[config.mk]
export PLATFORM = sky130hd
export DESIGN_NAME = conv3x3_window_feeder_flat
export DESIGN_NICKNAME = d
export VERILOG_FILES = /design/src/rtl/conv3x3_window_feeder_pkg.sv /design/src/rtl/conv3x3_window_feeder_if.sv /design/src/rtl/conv3x3_window_feeder_line_buf.sv /design/src/rtl/conv3x3_window_feeder.sv /design/src/flat_wrapper.sv
export SDC_FILE = /design/constraint.sdc
export NUM_CORES = 1
export LEC_CHECK = 0
export CORE_ASPECT_RATIO = 1.5
export CORE_UTILIZATION = 35
export DETAILED_ROUTE_END_ITERATION = 8
export PLACE_DENSITY = 0.61
export SYNTH_ARGS = -nofsm -noshare
export SYNTH_HDL_FRONTEND = slang
export SYNTH_SLANG_ARGS = --single-unit
[constraint.sdc]
create_clock -name clk -period 2.6 [get_ports clk]
set_clock_uncertainty 0.05 [all_clocks]
set_input_delay 0.52 -clock clk [delete_from_list [all_inputs] [get_ports clk]]
set_output_delay 0.52 -clock clk [all_outputs]
set_load 0.01 [all_outputs]
[src/rtl/conv3x3_window_feeder_pkg.sv]
// Shared types and helpers for the 3x3 window feeder.
package conv3x3_pkg;

  localparam int KSIZE = 3;
  localparam int NTAPS = KSIZE * KSIZE;

  typedef enum logic [1:0] {
    IDLE   = 2'd0,
    STREAM = 2'd1,
    DONE   = 2'd2
  } state_e;

  // Tap number for window row r (0 = top/oldest) and column c (0 = left/oldest)
  function automatic int tap_idx(input int r, input int c);
    return KSIZE * r + c + 1;
  endfunction

endpackage

[src/rtl/conv3x3_window_feeder_if.sv]
// Handshake/data bundle between the feeder and its pixel/weight sources and the conv engine.
// Optional macro WIN_COUNT_EN adds the 16-bit win_count signal.
interface conv3x3_window_feeder_if #(
  parameter int DW = 8
);
  import conv3x3_pkg::*;

  logic                  start;
  logic                  pix_valid;
  logic [DW-1:0]         pix_data;
  logic                  pix_ready;
  logic                  wgt_in_valid;
  logic [DW-1:0]         wgt_data;
  logic                  wgt_ready;
  logic                  weight_valid;
  logic [NTAPS*DW-1:0]   weight_vec;
  logic                  in_valid;
  logic [NTAPS*DW-1:0]   ifm_win;
  logic                  busy;
  logic                  frame_done;
`ifdef WIN_COUNT_EN
  logic [15:0]           win_count;

  modport master (
    output start, pix_valid, pix_data, wgt_in_valid, wgt_data,
    input  pix_ready, wgt_ready, weight_valid, weight_vec, in_valid, ifm_win,
           busy, frame_done, win_count
  );
  modport slave (
    input  start, pix_valid, pix_data, wgt_in_valid, wgt_data,
    output pix_ready, wgt_ready, weight_valid, weight_vec, in_valid, ifm_win,
           busy, frame_done, win_count
  );
`else
  modport master (
    output start, pix_valid, pix_data, wgt_in_valid, wgt_data,
    input  pix_ready, wgt_ready, weight_valid, weight_vec, in_valid, ifm_win,
           busy, frame_done
  );
  modport slave (
    input  start, pix_valid, pix_data, wgt_in_valid, wgt_data,
    output pix_ready, wgt_ready, weight_valid, weight_vec, in_valid, ifm_win,
           busy, frame_done
  );
`endif
endinterface

[src/rtl/conv3x3_window_feeder_line_buf.sv]
// One image row of delay: o_data is the sample written DEPTH enabled cycles ago.
module conv3x3_line_buf #(
  parameter int DEPTH = 8,
  parameter int DW    = 8
) (
  input  logic          clk,
  input  logic          rst_n,
  input  logic          i_en,
  input  logic [DW-1:0] i_data,
  output logic [DW-1:0] o_data
);
  localparam int PTR_W = $clog2(DEPTH);
  localparam logic [PTR_W-1:0] PTR_LAST = PTR_W'(DEPTH - 1);

  logic [DW-1:0]    r_mem [DEPTH];
  logic [PTR_W-1:0] r_ptr;

  // Read-before-write at the pointer gives exactly DEPTH samples of delay
  assign o_data = r_mem[r_ptr];

  // Circular write with a shift enable; storage cleared on reset so no stale rows survive
  always_ff @(posedge clk or negedge rst_n) begin
    if (!rst_n) begin
      for (int i = 0; i < DEPTH; i++) r_mem[i] <= '0;
      r_ptr <= '0;
    end else if (i_en) begin
      r_mem[r_ptr] <= i_data;
      r_ptr        <= (r_ptr == PTR_LAST) ? '0 : r_ptr + PTR_W'(1);
    end
  end
endmodule

[src/rtl/conv3x3_window_feeder.sv]
// Front end for the 3x3 conv engine: serial weight load, raster pixel stream in,
// parallel 3x3 windows (valid convolution, stride 1) out.
// Optional macro WIN_COUNT_EN adds a per-frame window counter output.
//
// state  | meaning
// IDLE   | accepting weights; waits for start once 9 weights are loaded
// STREAM | accepting pixels, emitting windows
// DONE   | one cycle after the last pixel; frame_done pulse
module conv3x3_window_feeder
  import conv3x3_pkg::*;
#(
  parameter int IMG_W = 8,
  parameter int IMG_H = 8,
  parameter int DW    = 8
) (
  input logic clk,
  input logic rst_n,
  conv3x3_window_feeder_if.slave bus
);
  localparam int COL_W = $clog2(IMG_W);
  localparam int ROW_W = $clog2(IMG_H);
  localparam logic [COL_W-1:0] COL_LAST  = COL_W'(IMG_W - 1);
  localparam logic [ROW_W-1:0] ROW_LAST  = ROW_W'(IMG_H - 1);
  localparam logic [3:0]       WCNT_LAST = 4'(NTAPS - 1);

  state_e                  r_state;
  logic [ROW_W-1:0]        r_row;
  logic [COL_W-1:0]        r_col;
  logic [3:0]              r_wcnt;
  logic                    r_weights_loaded;
  logic [(NTAPS-1)*DW-1:0] r_wgt_sr;
  logic                    r_pix_ready, r_wgt_ready, r_busy, r_frame_done;
  logic                    r_weight_valid, r_in_valid;
  logic [NTAPS*DW-1:0]     r_weight_vec, r_ifm_win;
  logic [DW-1:0]           r_win [KSIZE][KSIZE-1];

  logic                    w_pix_acc, w_wgt_acc, w_win_ok, w_frame_start;
  logic [NTAPS*DW-1:0]     w_wgt_shift, w_next_win;
  logic [DW-1:0]           w_lb1_q, w_lb2_q;
  logic [DW-1:0]           w_col [KSIZE];

  assign w_pix_acc     = bus.pix_valid & r_pix_ready;
  assign w_wgt_acc     = bus.wgt_in_valid & r_wgt_ready;
  assign w_win_ok      = (r_row >= ROW_W'(2)) && (r_col >= COL_W'(2));
  assign w_frame_start = (r_state == IDLE) && bus.start && r_weights_loaded;
  // Newest weight enters at the top so tap 1 ends up in the low slice
  assign w_wgt_shift   = {bus.wgt_data, r_wgt_sr};

  conv3x3_line_buf #(.DEPTH(IMG_W), .DW(DW)) u_lb1 (
    .clk(clk), .rst_n(rst_n), .i_en(w_pix_acc), .i_data(bus.pix_data), .o_data(w_lb1_q)
  );
  conv3x3_line_buf #(.DEPTH(IMG_W), .DW(DW)) u_lb2 (
    .clk(clk), .rst_n(rst_n), .i_en(w_pix_acc), .i_data(w_lb1_q), .o_data(w_lb2_q)
  );

  // Incoming column: two rows up, one row up, current row
  assign w_col[0] = w_lb2_q;
  assign w_col[1] = w_lb1_q;
  assign w_col[2] = bus.pix_data;

  // Window as it will look once the incoming column is shifted in
  always_comb begin
    w_next_win = '0;
    for (int r = 0; r < KSIZE; r++) begin
      for (int c = 0; c < KSIZE; c++) begin
        w_next_win[(tap_idx(r, c) - 1) * DW +: DW] = (c == KSIZE - 1) ? w_col[r] : r_win[r][c];
      end
    end
  end

  // Control FSM plus weight shift register, all outputs registered
  always_ff @(posedge clk or negedge rst_n) begin
    if (!rst_n) begin
      r_state          <= IDLE;
      r_row            <= '0;
      r_col            <= '0;
      r_wcnt           <= '0;
      r_weights_loaded <= 1'b0;
      r_wgt_sr         <= '0;
      r_weight_vec     <= '0;
      r_weight_valid   <= 1'b0;
      r_pix_ready      <= 1'b0;
      r_wgt_ready      <= 1'b0;
      r_busy           <= 1'b0;
      r_frame_done     <= 1'b0;
    end else begin
      r_weight_valid <= 1'b0;
      r_frame_done   <= 1'b0;
      if (w_wgt_acc) begin
        r_wgt_sr <= w_wgt_shift[NTAPS*DW-1:DW];
        if (r_wcnt == WCNT_LAST) begin
          r_wcnt           <= '0;
          r_weight_vec     <= w_wgt_shift;
          r_weight_valid   <= 1'b1;
          r_weights_loaded <= 1'b1;
        end else begin
          r_wcnt <= r_wcnt + 4'd1;
        end
      end
      case (r_state)
        IDLE: begin
          r_wgt_ready <= 1'b1;
          if (w_frame_start) begin
            r_state     <= STREAM;
            r_row       <= '0;
            r_col       <= '0;
            r_busy      <= 1'b1;
            r_pix_ready <= 1'b1;
            r_wgt_ready <= 1'b0;
          end
        end
        STREAM: begin
          if (w_pix_acc) begin
            if (r_col == COL_LAST) begin
              r_col <= '0;
              if (r_row == ROW_LAST) begin
                r_row        <= '0;
                r_state      <= DONE;
                r_busy       <= 1'b0;
                r_pix_ready  <= 1'b0;
                r_frame_done <= 1'b1;
              end else begin
                r_row <= r_row + ROW_W'(1);
              end
            end else begin
              r_col <= r_col + COL_W'(1);
            end
          end
        end
        DONE: begin
          r_state     <= IDLE;
          r_wgt_ready <= 1'b1;
        end
        default: r_state <= IDLE;
      endcase
    end
  end

  // Column shift on every accepted pixel; publish the window only when fully inside the image
  always_ff @(posedge clk or negedge rst_n) begin
    if (!rst_n) begin
      for (int r = 0; r < KSIZE; r++)
        for (int c = 0; c < KSIZE - 1; c++) r_win[r][c] <= '0;
      r_in_valid <= 1'b0;
      r_ifm_win  <= '0;
    end else begin
      r_in_valid <= w_pix_acc && w_win_ok;
      if (w_pix_acc) begin
        for (int r = 0; r < KSIZE; r++) begin
          for (int c = 0; c < KSIZE - 2; c++) r_win[r][c] <= r_win[r][c+1];
          r_win[r][KSIZE-2] <= w_col[r];
        end
        if (w_win_ok) r_ifm_win <= w_next_win;
      end
    end
  end

`ifdef WIN_COUNT_EN
  logic [15:0] r_win_count;

  // Windows emitted in the current frame; held after the frame ends
  always_ff @(posedge clk or negedge rst_n) begin
    if (!rst_n)                    r_win_count <= '0;
    else if (w_frame_start)        r_win_count <= '0;
    else if (w_pix_acc && w_win_ok) r_win_count <= r_win_count + 16'd1;
  end

  assign bus.win_count = r_win_count;
`endif

  assign bus.pix_ready    = r_pix_ready;
  assign bus.wgt_ready    = r_wgt_ready;
  assign bus.weight_valid = r_weight_valid;
  assign bus.weight_vec   = r_weight_vec;
  assign bus.in_valid     = r_in_valid;
  assign bus.ifm_win      = r_ifm_win;
  assign bus.busy         = r_busy;
  assign bus.frame_done   = r_frame_done;
endmodule

[src/flat_wrapper.sv]
// flat-port wrapper written by rule: the top's interface ports become plain ports
module conv3x3_window_feeder_flat import conv3x3_pkg::*;
#(
  parameter int IMG_W = 8,
  parameter int IMG_H = 8,
  parameter int DW    = 8
)
  (clk, rst_n, bus_start, bus_pix_valid, bus_pix_data, bus_wgt_in_valid, bus_wgt_data, bus_pix_ready, bus_wgt_ready, bus_weight_valid, bus_weight_vec, bus_in_valid, bus_ifm_win, bus_busy, bus_frame_done);
  conv3x3_window_feeder_if #(.DW(DW)) bus_i ();
  input logic clk;
  input logic rst_n;
  input wire logic [$bits(bus_i.start)-1:0] bus_start;
  input wire logic [$bits(bus_i.pix_valid)-1:0] bus_pix_valid;
  input wire logic [$bits(bus_i.pix_data)-1:0] bus_pix_data;
  input wire logic [$bits(bus_i.wgt_in_valid)-1:0] bus_wgt_in_valid;
  input wire logic [$bits(bus_i.wgt_data)-1:0] bus_wgt_data;
  output wire logic [$bits(bus_i.pix_ready)-1:0] bus_pix_ready;
  output wire logic [$bits(bus_i.wgt_ready)-1:0] bus_wgt_ready;
  output wire logic [$bits(bus_i.weight_valid)-1:0] bus_weight_valid;
  output wire logic [$bits(bus_i.weight_vec)-1:0] bus_weight_vec;
  output wire logic [$bits(bus_i.in_valid)-1:0] bus_in_valid;
  output wire logic [$bits(bus_i.ifm_win)-1:0] bus_ifm_win;
  output wire logic [$bits(bus_i.busy)-1:0] bus_busy;
  output wire logic [$bits(bus_i.frame_done)-1:0] bus_frame_done;
  assign bus_i.start = bus_start;
  assign bus_i.pix_valid = bus_pix_valid;
  assign bus_i.pix_data = bus_pix_data;
  assign bus_i.wgt_in_valid = bus_wgt_in_valid;
  assign bus_i.wgt_data = bus_wgt_data;
  assign bus_pix_ready = bus_i.pix_ready;
  assign bus_wgt_ready = bus_i.wgt_ready;
  assign bus_weight_valid = bus_i.weight_valid;
  assign bus_weight_vec = bus_i.weight_vec;
  assign bus_in_valid = bus_i.in_valid;
  assign bus_ifm_win = bus_i.ifm_win;
  assign bus_busy = bus_i.busy;
  assign bus_frame_done = bus_i.frame_done;
  conv3x3_window_feeder #(.IMG_W(IMG_W), .IMG_H(IMG_H), .DW(DW)) u_core (.clk(clk), .rst_n(rst_n), .bus(bus_i));
endmodule
==> results of run 1 <==
## synthesized netlist by cell type (6+ instances only)
library cell  number
mux2i_1           16
clkbuf_1           9
nand2_1           16
nor3_1             6
nand2b_1           7
ha_1              11
dfrtp_1          408
nor3_2             6
nor2_1            10
mux4_2            31
mux2_2           367
mux2_4            10
buf_1             12
inv_1             17
buf_2             29
o21ai_0           15
## per-layer routing
metal / wire [µm] / vias up / global-route usage, %
met5: 13 / - / 0
li1: - / 4037 / -
met3: 1550 / 64 / 3.18
met4: 1130 / 2 / 5.79
met1: 13800 / 4698 / 17.5
met2: 18300 / 171 / 26.8
## layout make-up
| cell class | instances | area (µm²) |
|---|---|---|
| Timing Repair Buffer | 215 | 2200 |
| Clock buffer | 62 | 1210 |
| Fill cell | 4205 | 26100 |
| Clock inverter | 11 | 158 |
| Tap cell | 594 | 743 |
| Inverter | 17 | 63.8 |
| Multi-Input combinational cell | 536 | 5920 |
| Sequential cell | 408 | 10200 |
## sequential cells by signal, indices dropped and copies added (netlist names), 4 cells and up
name                   flops
u_core.u_lb1.r_mem        64
u_core.r_wgt_sr           64
u_core.bus.ifm_win        72
u_core.bus.weight_vec     72
u_core.u_lb2.r_mem        64
u_core.r_wcnt              4
u_core.r_win              48
## power by group through the flow
stage	clock network (mW)	logic, mW	registers, mW
2_1_floorplan	0	5.33	11.0
4_1_cts	6.24	9.57	11.0
3_5_place_dp	0	9.55	11.1
3_3_place_gp	0	9.33	11.0
5_1_grt	6.45	10.1	11.4
6_report	5.99	9.35	11.0
## path summary, 6_finish.rpt
kind	start	to	depth (start not counted)
setup / recovery	u_core.bus.pix_ready$_DFFE_PN0P_	bus_busy	1
hold / removal	u_core.u_lb1.r_mem[41]$_DFFE_PN0P_	u_core.u_lb1.r_mem[41]$_DFFE_PN0P_	1
setup reg to reg	u_core.bus.pix_ready$_DFFE_PN0P_	u_core.u_lb1.r_mem[28]$_DFFE_PN0P_	4
hold reg to reg	u_core.u_lb1.r_mem[41]$_DFFE_PN0P_	u_core.u_lb1.r_mem[41]$_DFFE_PN0P_	1
max in group asynchronous	rst_n	u_core.bus.ifm_win[38]$_DFFE_PN0P_	3
min in group asynchronous	rst_n	u_core.bus.ifm_win[68]$_DFFE_PN0P_	2
## cell families (layout without fill, tap and decap cells)
logic type               Yosys count  after routing
flip-flops                       408            408
AO/OA/AOI/OAI                     29             29
buffers and inverters             74            305
adder cells (fa/ha/maj)           11             11
XOR/XNOR                           2              2
AND/OR/NAND/NOR                   64             64
multiplexers                     430            430
## layout by cell type, fill, tap and decap left out, drive strengths merged, types with 3 or more instances in the layout
cell type,instances
clkinv,3
nand2,16
mux4,32
dfrtp,408
nand2b,7
clkbuf,62
mux2,382
bufinv,3
buf,45
inv,20
o21ai,15
mux2i,16
nand4,3
clkdlybuf4s50,169
nand3,4
nor3,12
o22ai,3
nor2,11
ha,11
a21oi,3
## timing repair
item	CTS	global route
endpoints found under the hold margin	47	0
gates resized for setup	0	0
hold buffers	1	0
## metrics by stage
stage / utilization [%] / setup WS, ns
final: 44.0 / 0.339
after floorplan: - / 0.697
after detailed placement: 41.0 / 0.179
after global placement: 41.0 / 0.196
after global routing: 44.0 / 0.259
after CTS: 44.0 / 0.292
==> qor.csv, run 1 <==
stage,metric,value,unit
run_status,outcome,"complete, but fails checks",
run_status,violations,DRC,
global_routing,grt_overflow,0,
yosys,synth_edf_count,0,
timing,rsz0062_at_grt,no,
worst_setup_path,worst_path_dominant_cell_family,buffers and inverters,
worst_setup_path,required,2.03,ns
drt,firstDrtPassIters,8,
cells_and_area,n_antenna_cell,0,
timing,maxSlewHeadroom,63.9,%
floorplanning,core-area,0.0466,mm²
pwr,power_frac_clock,22.8,%
worst_setup_path,worstSetupEndpointType,primary output,
floorplanning,fp.dieArea,0.0480,mm²
floorplanning,initial_core_util,35.3,%
timing,worstMarginPinSlew,0.541,ns
yosys,synth_seq_cells,408,
global_routing,grt_max_degree,67,
global_routing,grt_pass1_vias,9734,
yosys,synthTopCellsByArea,"dfrtp_1, mux2_2, mux4_2, mux2i_1, mux2_4",
yosys,yosys_most_used_dff,dfrtp_1,
timing,fin_crit,2.26,ns
drt,drc_errors,20,
yosys,syn_inst,1018,
yosys,synth_area,0.0165,mm²
timing,setup_viol,0,
placed_design,dp_hpwl,23100,µm
timing,worst_hold_slack,0.433,ns
cells_and_area,drive_above_1_share,42.2,%
placed_design,routabilityCongestion,0.750,
drt,wl_per_cell,18.9,µm
placed_design,place_inst,1769,
worst_setup_path,critPathArrivalTime,1.69,ns
drt,drtIter0Drc,324,
cells_and_area,instances_no_fill,1843,
timing,setup_tns,0,ns
pwr,fin_total_pwr,26.3,mW
run,maxCapViolations,0,
pwr,net-switching-power,7.94,mW
yosys,synth_top_family_by_area,multiplexers,
yosys,synthAdderAreaFrac,0.835,%
pwr,combPwrFrac,35.6,%
yosys,yosysWarnings,0,
yosys,synthXorXnorAreaFrac,0.106,%
clock_tree,numCtsBuffers,42,
timing,max_freq,442,MHz
yosys,synthSimpleGateAreaFrac,2.13,%
timing,final_hold_viol_count,0,
pwr,p_leak,8.94,nW
timing,drv_slew,0,
clock_tree,cts.reportedPaths.clkPinSlew,0.06,ns
global_routing,antenna_found_initial,1,
yosys,ys_seq_area_share,62.0,%
pwr,p_per_area,1280,mW/mm²
worst_setup_path,max_stage_delay,0.61,ns
placed_design,place_area,0.0191,mm²
worst_setup_path,worstPathMaxFanout,6,
drt,via_count,8972,
floorplanning,die_x,179,µm
cells_and_area,finalNetCount,1252,
clock_tree,cts_tree,done,
clock_tree,clkLatencyLatePin,0.55,ns
pwr,p_int,18.4,mW
timing,post-route-period-util,87.0,%
floorplanning,rows,97,
placed_design,io_buffers,170,
min_path,hold_path_class,register to register,
yosys,async_flop_share,100,%
yosys,synth_top_cell_area_share,62.0,%
floorplanning,die_y,268,µm
yosys,yosysUniqueCellTypes,42,
cells_and_area,syn_to_final_growth,24.5,%
drt,drtAntennaViolNets,0,
pwr,p_seq_share,41.7,%
clock_tree,clk_path_buf_depth,3,
yosys,synthMuxAreaShare,31.7,%
clock_tree,ctsRootBufferMaster,clkbuf_16,
floorplanning,pin_count,171,
clock_tree,htree_num_levels,2,
global_routing,grt_pass1_wl,55700,µm
worst_setup_path,crit_slowest_cell,clkdlybuf4s50_1,
yosys,syn_nets,1050,
yosys,yosys.area.top_type,dfrtp_1,
worst_setup_path,worst-path-buf-inv,1,
drt,routed_wl,34800,µm
cells_and_area,final_area,0.0205,mm²
global_routing,grt_util_all_layers,15.0,%
yosys,synth-compound-area-share,1.05,%
worst_setup_path,critPathKind,register to primary output,
pwr,swShare,30.2,%
clock_tree,cts_num_sinks,408,
yosys,syn_area_per_cell,16.2,µm²
worst_setup_path,path_cells,clkdlybuf4s50_1,
drt,routed_via_density,4.87,
worst_setup_path,start_kind,register,
pwr,ir_worst_vdd,0.744,mV
worst_setup_path,r2r_slack,0.57,ns
clock_tree,postCtsSetupBuffers,0,
(Power assumes the default switching activity.)
==> inputs of run 2 (changes only) <==
--- a/config.mk
+++ b/config.mk
@@ -5,10 +5,9 @@
 export SDC_FILE = /design/constraint.sdc
 export NUM_CORES = 1
 export LEC_CHECK = 0
-export CORE_ASPECT_RATIO = 1.5
 export CORE_UTILIZATION = 35
 export DETAILED_ROUTE_END_ITERATION = 8
-export PLACE_DENSITY = 0.61
+export PLACE_DENSITY = 0.54
 export SYNTH_ARGS = -nofsm -noshare
 export SYNTH_HDL_FRONTEND = slang
 export SYNTH_SLANG_ARGS = --single-unit
==> run 2 against run 1 <==
Net effect: the run now ends clean; clock power up 6.2%; die area about the same; setup slack worse by 0.16 ns; count of clock-buffer cells in the layout up 5; register-to-register slack worse by 0.19 ns; critical endpoint is now bus_pix_ready; largest power group unchanged.
==> qor.csv, run 2 (same netlist as run 1, synthesis figures left out) <==
stage,metric,value,unit
timing,worstMarginPinSlew,0.894,ns
global_routing,grt_pass1_wl,56300,µm
timing,post-route-period-util,93.2,%
drt,firstDrtPassIters,4,
global_routing,grt_util_all_layers,15.1,%
min_path,hold_path_class,input port to asynchronous set/reset pin,
cells_and_area,drive_above_1_share,43.3,%
cells_and_area,finalNetCount,1266,
clock_tree,htree_num_levels,2,
global_routing,met1_usage,20.6,%
timing,final_hold_viol_count,0,
timing,setup_viol,0,
global_routing,grt_pass1_vias,9585,
worst_setup_path,max_stage_delay,0.65,ns
worst_setup_path,critPathArrivalTime,1.85,ns
floorplanning,pin_count,171,
pwr,combPwrFrac,34.5,%
clock_tree,numCtsBuffers,46,
placed_design,routabilityCongestion,0.721,
drt,drtIter0Drc,366,
floorplanning,die_x,219,µm
timing,drv_slew,0,
floorplanning,core-area,0.0465,mm²
worst_setup_path,critPathKind,register to primary output,
worst_setup_path,r2r_slack,0.38,ns
pwr,p_per_area,1280,mW/mm²
timing,fin_crit,2.42,ns
pwr,p_seq_share,41.6,%
placed_design,dp_hpwl,23100,µm
floorplanning,fp.dieArea,0.0479,mm²
floorplanning,rows,79,
pwr,fin_total_pwr,26.6,mW
clock_tree,cts_num_sinks,408,
worst_setup_path,required,2.03,ns
worst_setup_path,worst_path_dominant_cell_family,flip-flops,
global_routing,grt_max_degree,67,
drt,via_count,9026,
drt,routed_via_density,4.81,
worst_setup_path,crit_slowest_cell,dfrtp_1,
clock_tree,clk_path_buf_depth,3,
cells_and_area,n_fill_cell,4224,
cells_and_area,final_cell_mix,"dfrtp_1, mux2_2, clkdlybuf4s50_1, clkbuf_16, buf_4",
timing,setup_tns,0,ns
clock_tree,clkLatencyLatePin,0.58,ns
clock_tree,ctsRootBufferMaster,clkbuf_16,
run_status,outcome,"finished, final reports clean",
placed_design,io_buffers,170,
pwr,power_frac_clock,23.9,%
clock_tree,postCtsSetupBuffers,0,
floorplanning,die_y,219,µm
worst_setup_path,worstPathMaxFanout,11,
pwr,ir_worst_vdd,0.608,mV
worst_setup_path,r2r_end,u_core.r_win[21]$_DFFE_PN0N_,
cells_and_area,final_util,44.7,%
drt,routed_wl,34600,µm
drt,wl_per_cell,18.4,µm
pwr,p_int,18.6,mW
worst_setup_path,worst-path-buf-inv,1,
pwr,net-switching-power,8.02,mW
pwr,p_leak,9.08,nW
worst_setup_path,worstSetupEndpointType,primary output,
global_routing,busiest_layer,met2,
timing,max_freq,413,MHz
placed_design,place_inst,1792,
drt,drc_errors,0,
timing,maxSlewHeadroom,40.4,%
global_routing,grt_overflow,0,
worst_setup_path,path_cells,clkdlybuf4s50_1,
drt,drtAntennaViolNets,0,
cells_and_area,instances_no_fill,1877,
timing,rsz0062_at_grt,no,
global_routing,grt_use_met2,23.1,%
clock_tree,cts.reportedPaths.clkPinSlew,0.06,ns
worst_setup_path,start_kind,register,
worst_setup_path,rr_startpoint,u_core.u_lb1.r_ptr[1]$_DFFE_PN0N_,
cells_and_area,layout_commonest_cell,dfrtp_1,
global_routing,met3_usage,4.14,%
floorplanning,initial_core_util,35.5,%
pwr,swShare,30.1,%
worst_setup_path,rr_worst_depth,3,
global_routing,antenna_found_initial,2,
cells_and_area,syn_to_final_growth,26.1,%
clock_tree,cts_tree,done,
run,maxCapViolations,0,
run 2: cell count changes in the layout (fill, tap and decap cells not counted), moves of 2 or more:
cell	delta
clkinv_8	+2
clkbuf_8	+3
buf_4	+6
inv_6	-2
clkbuf_1	-2
buf_12	+4
clkinv_2	+8
clkbuf_16	+4
run 2: worst max path at each step:
stage / start / depth (start not counted) / to / slack (ns)
2_1_floorplan: u_core.bus.pix_ready$_DFFE_PN0P_ / 7 / u_core.bus.ifm_win[0]$_DFFE_PN0P_ / 0.70
6_report: u_core.bus.pix_ready$_DFFE_PN0P_ / 1 / bus_pix_ready / 0.18
5_1_grt: u_core.bus.pix_ready$_DFFE_PN0P_ / 1 / bus_pix_ready / 0.12
4_1_cts: u_core.bus.pix_ready$_DFFE_PN0P_ / 1 / bus_pix_ready / 0.14
3_3_place_gp: bus_pix_valid / 5 / u_core.u_lb1.r_mem[58]$_DFFE_PN0P_ / 0.02
3_5_place_dp: bus_pix_valid / 5 / u_core.u_lb1.r_mem[63]$_DFFE_PN0P_ / 0.0005
run 2: power by group through the flow:
stage / combinational (mW) / clock [mW] / sequential, mW
2_1_floorplan: 5.33 / 0 / 11.0
6_report: 9.19 / 6.36 / 11.1
4_1_cts: 9.39 / 6.61 / 11.1
3_5_place_dp: 9.34 / 0 / 11.2
5_1_grt: 9.97 / 6.85 / 11.5
3_3_place_gp: 9.18 / 0 / 11.2
run 2: metal layers:
metal	vias to the layer above	part of all wire [%]
met5	-	0.023
met4	2	2.0
met3	47	5.9
met2	179	46
met1	4698	46
li1	4100	-
run 2: what timing repair did:
action,4_1_cts,5_1_grt
gates resized for setup,0,0
endpoints found under the hold margin,40,0
hold buffers,1,0
run 2: per-stage QoR:
| stage | worst slack (ns) | hold slack [ns] | area [µm²] |
|---|---|---|---|
| floorplan | 0.697 | 0.174 | 16500 |
| global placement | 0.0230 | 0.414 | 19300 |
| detailed placement | 0.000507 | 0.421 | 19300 |
| CTS | 0.135 | 0.404 | 20800 |
| global route | 0.115 | 0.443 | 20800 |
| finish | 0.177 | 0.418 | 20800 |
run 2: layout make-up:
| class | instances | area [µm²] | share of cell area [%] |
|---|---|---|---|
| multi-input combinational | 536 | 5920 | 28.5 |
| timing repair buffer | 225 | 2320 | 11.2 |
| antenna | 1 | 2.50 | 0.0120 |
| tap | 607 | 759 | 3.66 |
| clock inverter | 16 | 155 | 0.747 |
| sequential | 408 | 10200 | 49.2 |
| inverter | 17 | 63.8 | 0.307 |
| clock buffer | 67 | 1340 | 6.46 |
